### config.mk
export PLATFORM = sky130hd
export DESIGN_NAME = uart_rx_ctrl
export DESIGN_NICKNAME = d
export VERILOG_FILES = /design/src/rtl/uart_rx_ctrl.sv
export SDC_FILE = /design/constraint.sdc
export NUM_CORES = 1
export LEC_CHECK = 0
export ABC_AREA = 1
export CAP_MARGIN = 20
export CORE_UTILIZATION = 45
export CTS_CLUSTER_DIAMETER = 50
export CTS_CLUSTER_SIZE = 40
export DETAILED_ROUTE_END_ITERATION = 12
export GPL_TIMING_DRIVEN = 1
export PLACE_DENSITY = 0.72
export SLEW_MARGIN = 20
export SYNTH_ARGS = -nofsm -noshare
export SYNTH_HDL_FRONTEND = slang
export SYNTH_SLANG_ARGS = --single-unit
### constraint.sdc
create_clock -name CLK -period 3.7 [get_ports CLK]
set_input_delay 0.74 -clock CLK [delete_from_list [all_inputs] [get_ports CLK]]
set_output_delay 0.74 -clock CLK [all_outputs]
set_load 0.05 [all_outputs]
### src/rtl/uart_rx_ctrl.sv
// uart_rx_ctrl
//   Receive-side controller between the host register interface and the UART
//   receiver. Holds the receiver configuration (parity enable/type, prescaler)
//   and only applies host updates while the line is idle between frames.
//   Tracks frame/break occupancy on the serial line and buffers received
//   bytes in a show-ahead FIFO with sticky overrun detection.
//
// Ports
//   CLK, RST              clock, asynchronous active-high reset
//   RX_IN                 synchronised serial line (occupancy tracking only)
//   CFG_WR/CFG_PAR_EN/CFG_PAR_TYP/CFG_PRESCALE   host config write
//   CFG_ACK, CFG_ERR      one-cycle pulses: config applied / write rejected
//   PAR_EN, PAR_TYP, Prescaler                   active receiver config
//   BUSY                  frame or break in progress
//   RX_P_DATA, RX_DATA_VALID                     byte strobe from receiver
//   RD_EN, RD_DATA        pop / head of FIFO (0 when empty)
//   FIFO_EMPTY, FIFO_FULL FIFO status
//   OVERRUN, OVR_CLR      sticky byte-dropped flag and its clear
module uart_rx_ctrl #(
  parameter int unsigned FIFO_DEPTH = 4,
  parameter int unsigned DATA_WD    = 8
) (
  input  logic               CLK,
  input  logic               RST,
  input  logic               RX_IN,
  input  logic               CFG_WR,
  input  logic               CFG_PAR_EN,
  input  logic               CFG_PAR_TYP,
  input  logic [4:0]         CFG_PRESCALE,
  output logic               CFG_ACK,
  output logic               CFG_ERR,
  output logic               PAR_EN,
  output logic               PAR_TYP,
  output logic [4:0]         Prescaler,
  output logic               BUSY,
  input  logic [DATA_WD-1:0] RX_P_DATA,
  input  logic               RX_DATA_VALID,
  input  logic               RD_EN,
  output logic [DATA_WD-1:0] RD_DATA,
  output logic               FIFO_EMPTY,
  output logic               FIFO_FULL,
  output logic               OVERRUN,
  input  logic               OVR_CLR
);

  localparam int unsigned AW = (FIFO_DEPTH > 1) ? $clog2(FIFO_DEPTH) : 1;

  typedef enum logic [1:0] {
    IDLE  = 2'd0,
    FRAME = 2'd1,
    BREAK = 2'd2
  } line_state_t;

  line_state_t state, state_nxt;
  logic [7:0]  cnt, cnt_nxt;
  logic        rx_q;
  logic        fall;
  logic [7:0]  frame_bits;
  logic [7:0]  frame_len;

  // ---------------- line occupancy FSM ----------------
  assign fall       = rx_q & ~RX_IN;
  assign frame_bits = PAR_EN ? 8'd11 : 8'd10;
  // Largest value is 11*16-1 = 175, so 8 bits never overflow.
  assign frame_len  = frame_bits * {3'b000, Prescaler} - 8'd1;

  always_ff @(posedge CLK or posedge RST) begin
    if (RST) begin
      state <= IDLE;
      cnt   <= '0;
      rx_q  <= 1'b1;
    end else begin
      state <= state_nxt;
      cnt   <= cnt_nxt;
      rx_q  <= RX_IN;
    end
  end

  always_comb begin
    state_nxt = state;
    cnt_nxt   = cnt;
    case (state)
      IDLE: begin
        if (fall) begin
          state_nxt = FRAME;
          cnt_nxt   = frame_len;
        end
      end
      FRAME: begin
        if (cnt == 8'd0) state_nxt = RX_IN ? IDLE : BREAK;
        else             cnt_nxt   = cnt - 8'd1;
      end
      BREAK: begin
        if (RX_IN) state_nxt = IDLE;
      end
      default: state_nxt = IDLE;
    endcase
  end

  assign BUSY = (state != IDLE);

  // ---------------- configuration ----------------
  logic       cfg_legal;
  logic       pend;
  logic       pend_par_en;
  logic       pend_par_typ;
  logic [4:0] pend_prescale;
  logic       apply;

  assign cfg_legal = (CFG_PRESCALE == 5'd8) || (CFG_PRESCALE == 5'd16);
  // RX_IN high guarantees no start edge is being taken this cycle.
  assign apply     = pend && (state == IDLE) && RX_IN;

  always_ff @(posedge CLK or posedge RST) begin
    if (RST) begin
      pend          <= 1'b0;
      pend_par_en   <= 1'b0;
      pend_par_typ  <= 1'b0;
      pend_prescale <= 5'd8;
      PAR_EN        <= 1'b0;
      PAR_TYP       <= 1'b0;
      Prescaler     <= 5'd8;
      CFG_ACK       <= 1'b0;
      CFG_ERR       <= 1'b0;
    end else begin
      CFG_ACK <= apply;
      CFG_ERR <= CFG_WR && !cfg_legal;
      if (apply) begin
        PAR_EN    <= pend_par_en;
        PAR_TYP   <= pend_par_typ;
        Prescaler <= pend_prescale;
      end
      // A write coinciding with an apply survives as the next pending set.
      if (CFG_WR && cfg_legal) begin
        pend          <= 1'b1;
        pend_par_en   <= CFG_PAR_EN;
        pend_par_typ  <= CFG_PAR_TYP;
        pend_prescale <= CFG_PRESCALE;
      end else if (apply) begin
        pend <= 1'b0;
      end
    end
  end

  // ---------------- receive FIFO ----------------
  logic [DATA_WD-1:0] mem [FIFO_DEPTH];
  logic [AW:0]        wr_ptr, rd_ptr;
  logic               push, pop, drop;

  assign FIFO_EMPTY = (wr_ptr == rd_ptr);
  assign FIFO_FULL  = (wr_ptr[AW] != rd_ptr[AW]) &&
                      (wr_ptr[AW-1:0] == rd_ptr[AW-1:0]);
  assign pop        = RD_EN && !FIFO_EMPTY;
  // When full, a simultaneous pop frees the slot the push writes into.
  assign push       = RX_DATA_VALID && (!FIFO_FULL || RD_EN);
  assign drop       = RX_DATA_VALID && FIFO_FULL && !RD_EN;
  assign RD_DATA    = FIFO_EMPTY ? '0 : mem[rd_ptr[AW-1:0]];

  always_ff @(posedge CLK) begin
    if (push) mem[wr_ptr[AW-1:0]] <= RX_P_DATA;
  end

  always_ff @(posedge CLK or posedge RST) begin
    if (RST) begin
      wr_ptr  <= '0;
      rd_ptr  <= '0;
      OVERRUN <= 1'b0;
    end else begin
      if (push) wr_ptr <= wr_ptr + 1'b1;
      if (pop)  rd_ptr <= rd_ptr + 1'b1;
      if (drop)         OVERRUN <= 1'b1;
      else if (OVR_CLR) OVERRUN <= 1'b0;
    end
  end

endmodule

==> Yosys cells after proc, flatten, opt, wreduce, memory -nomap -nowiden <==
Memory sizes are Yosys's and may differ from the RTL's.
Index checks and enable logic that the tools add are counted.
{ "totals": {"romBits": 0, "mem_bits_rw": 32, "in_bits": 22, "output_inout_bits": 21, "latch_bits": 0, "regBits": 35, "elab_cells": 73, "mem_count": 1} }
{ "memory_table": {"columns": ["memory", "words", "word_bits", "rd", "rd_ports_with_merged_regs", "write_ports", "line", "text"], "rows": [
  ["mem", 4, 8, 1, 0, 1, "146", "logic [DATA_WD-1:0] mem [FIFO_DEPTH];"]
]} }
{ "op_classes": {"reduce_logical": 23, "shift": 0, "div": 0, "mux": 16, "bitwise_logic": 2, "n_addsub": 4, "n_mul": 1, "n_lt_le_gt_ge": 0, "eq_ne": 11} }
{ "ops": {"columns": ["cell", "n"], "rows": [
  ["8-bit two-way mux", 3],
  ["8-bit one-hot mux with 2 select lines", 1],
  ["8-bit by 1-bit subtractor with 8-bit output (second input constant)", 2],
  ["1-bit logical AND", 9],
  ["8-bit logical NOT", 1],
  ["4-bit by 5-bit multiplier with 8-bit output", 1],
  ["2-bit two-way mux", 4],
  ["2-bit != test (second input constant)", 4],
  ["2-bit nonzero test", 4],
  ["1-bit two-way mux", 7],
  ["3-bit by 1-bit adder with 3-bit output (second input constant)", 2],
  ["2-bit one-hot mux with 3 select lines", 1],
  ["3-bit AND reduction", 2],
  ["5-bit by 4-bit == test with 1-bit output (second input constant)", 1],
  ["5-bit == test (second input constant)", 1],
  ["1-bit logical NOT", 4],
  ["3-bit == test", 1],
  ["2-bit by 1-bit == test with 1-bit output (second input constant)", 1],
  ["2-bit == test", 1],
  ["2-bit == test (second input constant)", 1],
  ["2-bit logical NOT", 1],
  ["1-bit logical OR", 2],
  ["1-bit bitwise AND", 1],
  ["1-bit != test", 1],
  ["1-bit NOT", 1]
]} }

==> Depth between registers and ports, before layout <==
Gate-level depths: netlist of the first run.
{ "logic_depth": {"depth_word": 7, "mapped_depth": 15, "depth_no_buf": 15} }

==> Worst setup path after synthesis of the first run <==
OpenSTA, ideal clock, no wires.
{ "synth_timing": {"kind": "register -> register", "from": "register Prescaler[0]", "to": "register cnt[7]", "n_path_buf": 0, "required_ns": 3.583, "arrival_time_ns": 2.757, "period_less_slack_ns": 2.873, "slack_ns": 0.827, "setup_ns": 0.117, "stages_incl_launch_ff": 14, "path_cell_list": "dfrtp_1 inv_1 fa_1 fa_1 inv_1 ha_1 nand2_1 inv_1 nand3_1 nand3_1 nand2_1 nand3_1 nand2_1 nand2_1"} }
{ "synth_between": {"elab_chain_len": 4} }
{ "synth_rtl": {"columns": ["item", "line", "text"], "rows": [
  ["start: declaration", "34", "output logic [4:0] Prescaler,"],
  ["start signal: assignment", "131", "Prescaler <= pend_prescale;"],
  ["4-bit by 5-bit multiplier with 8-bit output", "65", "assign frame_len = frame_bits * {3'b000, Prescaler} - 8'd1;"],
  ["8-bit by 1-bit subtractor with 8-bit output", "65", null],
  ["8-bit two-way mux", "84", "if (fall) begin"],
  ["8-bit one-hot mux with 2 select lines", "82", "case (state)"],
  ["end signal: assignment", "74", "cnt <= cnt_nxt;"],
  ["end: declaration", "55", "logic [7:0] cnt, cnt_nxt;"]
]} }
No other way between the ends. The select of a mux whose other input is x is not followed.
A chain may end at the register's enable or synchronous reset.

==> Worst setup path after layout of the first run <==
{ "layout_timing": {"from": "register rd_ptr[0]", "to": "output port RD_DATA[1]"} }
{ "layout_between": {"elab_chain_len": 2, "elab_cells_between_ends": 3, "classes_between": "eq/ne: 1; mux: 1; memory: 1"} }
{ "layout_rtl": {"columns": ["item", "line", "text"], "rows": [
  ["start: declaration", "147", "logic [AW:0] wr_ptr, rd_ptr;"],
  ["start signal: assignment", "170", "if (pop) rd_ptr <= rd_ptr + 1'b1;"],
  ["memory read 4 x 8 bit or 3-bit == test (tied branches)", null, null],
  ["8-bit two-way mux (*)", "157", "assign RD_DATA = FIFO_EMPTY ? '0 : mem[rd_ptr[AW-1:0]];"],
  ["end: declaration", "39", "output logic [DATA_WD-1:0] RD_DATA,"]
]} }
Mark *: on every way between the ends. The rest lies on a longest branch, timed or not.

==> results.txt, run 1 <==
- met2 is the most crowded layer.
* Maximum number of pins on one net before global-route repair: 36
- Number of hold violations in the final report: 0
- Number of violations reported at the end of detailed-routing iteration 0: 126
- In the layout the commonest cells are nand2_1, inv_1, nor2_1, clkdlybuf4s50_1.
- Row count: 32
* Transition time at the pin with the least slew margin: 0.872 ns
* TritonCTS clock tree: done
- Met3 capacity usage during global routing: 0.0293
- Clk_skew: 0.0114 ns
* Critical path buffers and inverters: 4
* Part of the cycle the worst path needs: 0.891
- At the worst endpoint, the arrival time is 2.56 ns.
- In this run the mean area of a mapped cell was 8.96 um^2.
- Class of the worst hold path: register to register
- Input and output buffers added on the ports amount to 42.
- The sequential cells in the finished layout cover a total of 1840 um^2.
- Among all stages on the critical path, the largest delay is contributed by clkdlybuf4s50_1.
- Vias per Instance: 4.90
- The number of max-slew violations in the final report is 0.
- Unrepaired setup endpoints after global routing: false
- For the final routed database, the setup TNS stands at 0 ns.
* # setup viols final: 0
- The routed design has 6790 um of wire.
- For this configuration, the core starts out at a cell density of 0.466.
- Once detailed placement completed, the half-perimeter wirelength came to 4940 um.
* Power per cell area: 962 nW/um^2
- Number of levels in the clock H-tree: 3
- Summing over every cut layer, the via total after detailed routing is 2722.
- The worst-case IR drop observed on VDD is 0.000557 V.
- Relative to the synthesized area, the layout overhead comes to 18.9%.
- Crit path max-delay family: buffers and inverters
- Synthesis inferred 67 register bits.
* Final core occ: 0.554
- 43 I/O pins were placed.
- Highest clock rate: 0.303 GHz
- Of the cells placed in the final design, the portion with a size suffix greater than 1 is 0.0618.
- Global-route wire length before repair: 12000 um
* Minimum clock period after layout: 3.30 ns
- Fill cell total of the finished layout: 702
- Counting flops with a built-in enable in the synthesized netlist gives 32.
- For this run, the register share of the synthesized area comes to 0.511.
- In this run the deepest clock path goes through 2 buffers.
- The number of antenna violations at the first check in global routing came to 0.
- Outcome: completed
- Gates resized during post-CTS repair numbered 0.
* GR Overflow Total: 0
- Post-synthesis instance area: 3600 um^2
- The clock drives 67 sinks.
- For the worst-skew pair, the clock arrives at the later sink with an insertion delay of 0.35 ns.
- GPL Wtd Cong: 0.823
- Counting every net in the synthesized netlist gives 448.
* Cell at the root of the clock tree: clkbuf_8
* Synth unique cells: 31
* GR Layer Usage met1: 0.228
* Leakage component of the power: 2.03 nW
* Area taken by multi-input logic gates: 1420 um^2
- Clock buffer count from CTS: 9
- Across the run, the number of max-cap violations was 0.
* Maximum fanout count along the critical path: 17
* Nets@finish: 494
- Worst Path Required: 2.96 ns
* Critical Path Source Type: register
- GR Util All Layers: 0.186
- In this run the remaining antenna-violating nets after routing total 0.
* Final instance count without filler cells: 555
- For this run, the leading register cell type out of synthesis is edfxtp_1.
* Per-cell routed wire length: 12.2 um
- Start-to-end type of the worst setup path: register to primary output
- Horizontal die dimension: 91.5 um
* DRC: 0
* Async set-reset flop share out of synthesis: 0.522
- Number of warnings printed during yosys synthesis: 0
- Number of buffers inserted for hold repair after clock tree synthesis: 0
* Final Hold Slack: 0.479 ns
- The number of antenna diodes in the final layout is 0.
* Number of global-route vias before repair: 2689
- In this run the standard cell core region covers 7730 um^2.
* Ordered cell list for the critical path: buf_4 -> clkinv_1 -> nor2_1 -> o32ai_1 -> nand2_1 -> inv_1 -> clkdlybuf4s50_1
* Final instance area: 4280 um^2
- In this run the vertical extent of the chip is 91.5 um.
* Clock transition at the registers of the reported paths: 0.08 ns
* Placed Cells incl. Taps: 539
- The worst setup path is captured at a primary output.
* Post-CTS Repair Setup Buffers: 0
* Delay of the slowest critical-path stage: 0.79 ns
* Commonest non-fill, non-tap cell in the layout: nand2_1
- Die footprint: 8370 um^2
- Max-slew headroom: 0.416
* Detailed-router iteration count before antenna repair: 4
- For this run, global-route usage on met2 was measured as 0.313.
- The placed instances occupy a cell area of 4100 um^2.
- The cell count after synthesis came out at 402.
-- cell usage after synthesis, drive strengths merged, types with 6 or more instances --
library cell / count / share of area
buf: 8 / 0.018
o32ai: 8 / 0.019
nand3: 27 / 0.038
ha: 18 / 0.063
dfrtp: 32 / 0.22
o21ai: 24 / 0.034
nor2: 46 / 0.049
inv: 73 / 0.076
edfxtp: 32 / 0.27
nand2: 99 / 0.11
xnor2: 6 / 0.015
fa: 6 / 0.033
-- path summary, 6_finish.rpt --
path | slack, ns | end | startpoint | cells after the start
min | 0.48 | pend_prescale[1] | pend_prescale[1] | 2
max in group asynchronous | 2.56 | rx_q | RST | 3
max | 0.40 | RD_DATA[1] | rd_ptr[0] | 7
max reg2reg | 0.89 | cnt[7] | Prescaler[3] | 14
min in group asynchronous | 0.79 | Prescaler[4] | RST | 3
min reg2reg | 0.48 | pend_prescale[1] | pend_prescale[1] | 2
-- cell families after synthesis --
kind of cell,synth area share
compound gates,0.0726
xor+xnor,0.0219
flops,0.511
simple gates,0.203
fa+ha+maj,0.0958
buf+inv,0.0958
-- registers in the layout, summed over array words and instances, names as in the netlist, 2 cells and up --
signal         flops
Prescaler          5
state              2
cnt                8
mem               32
rd_ptr             3
wr_ptr             3
pend_prescale      5
-- worst register-to-register path, stage by stage, from the launching register on --
cell and delay, ns:
dfstp_2 0.60, inv_1 0.11, fa_1 0.48, fa_1 0.54, inv_1 0.04, ha_1 0.33, nand2_1 0.07, inv_1 0.07
nand3_1 0.09, inv_1 0.07, nor2_1 0.04, nand2_1 0.06, nand3_1 0.09, nand2_1 0.08, nand2_1 0.04
-- metrics by stage --
stage               setup slack [ns]  total power, mW
floorplan                      0.827             3.01
finish                         0.404             4.12
CTS                            0.391             4.16
global placement               0.820             3.52
global route                   0.161             4.49
detailed placement             0.792             3.58
-- routing by layer --
metal | vias up | part of all wire
met5 | - | 0
met4 | 0 | 0.023
met3 | 14 | 0.033
met2 | 62 | 0.49
met1 | 1279 | 0.46
li1 | 1367 | -
-- layout make-up --
cell class / instances / share of cell area
clock buffer: 9 / 0.0289
clock inverter: 7 / 0.0143
inverter: 74 / 0.0648
multi-input combinational: 252 / 0.331
sequential: 67 / 0.430
tap: 102 / 0.0298
timing repair buffer: 44 / 0.102
-- where the power goes --
| part | internal [mW] | switching [mW] |
|---|---|---|
| sequential | 1.01 | 0.168 |
| clock | 0.254 | 0.315 |
| combinational | 0.833 | 1.54 |
No activity file was read; power rests on OpenSTA's default activity.
==> run 2, diff against run 1 <==
Settings changed: ABC_CLOCK_PERIOD_IN_PS set to 3700.
==> results of run 2 <==
Final layout, timing and power as in run 1 (identical DEF).
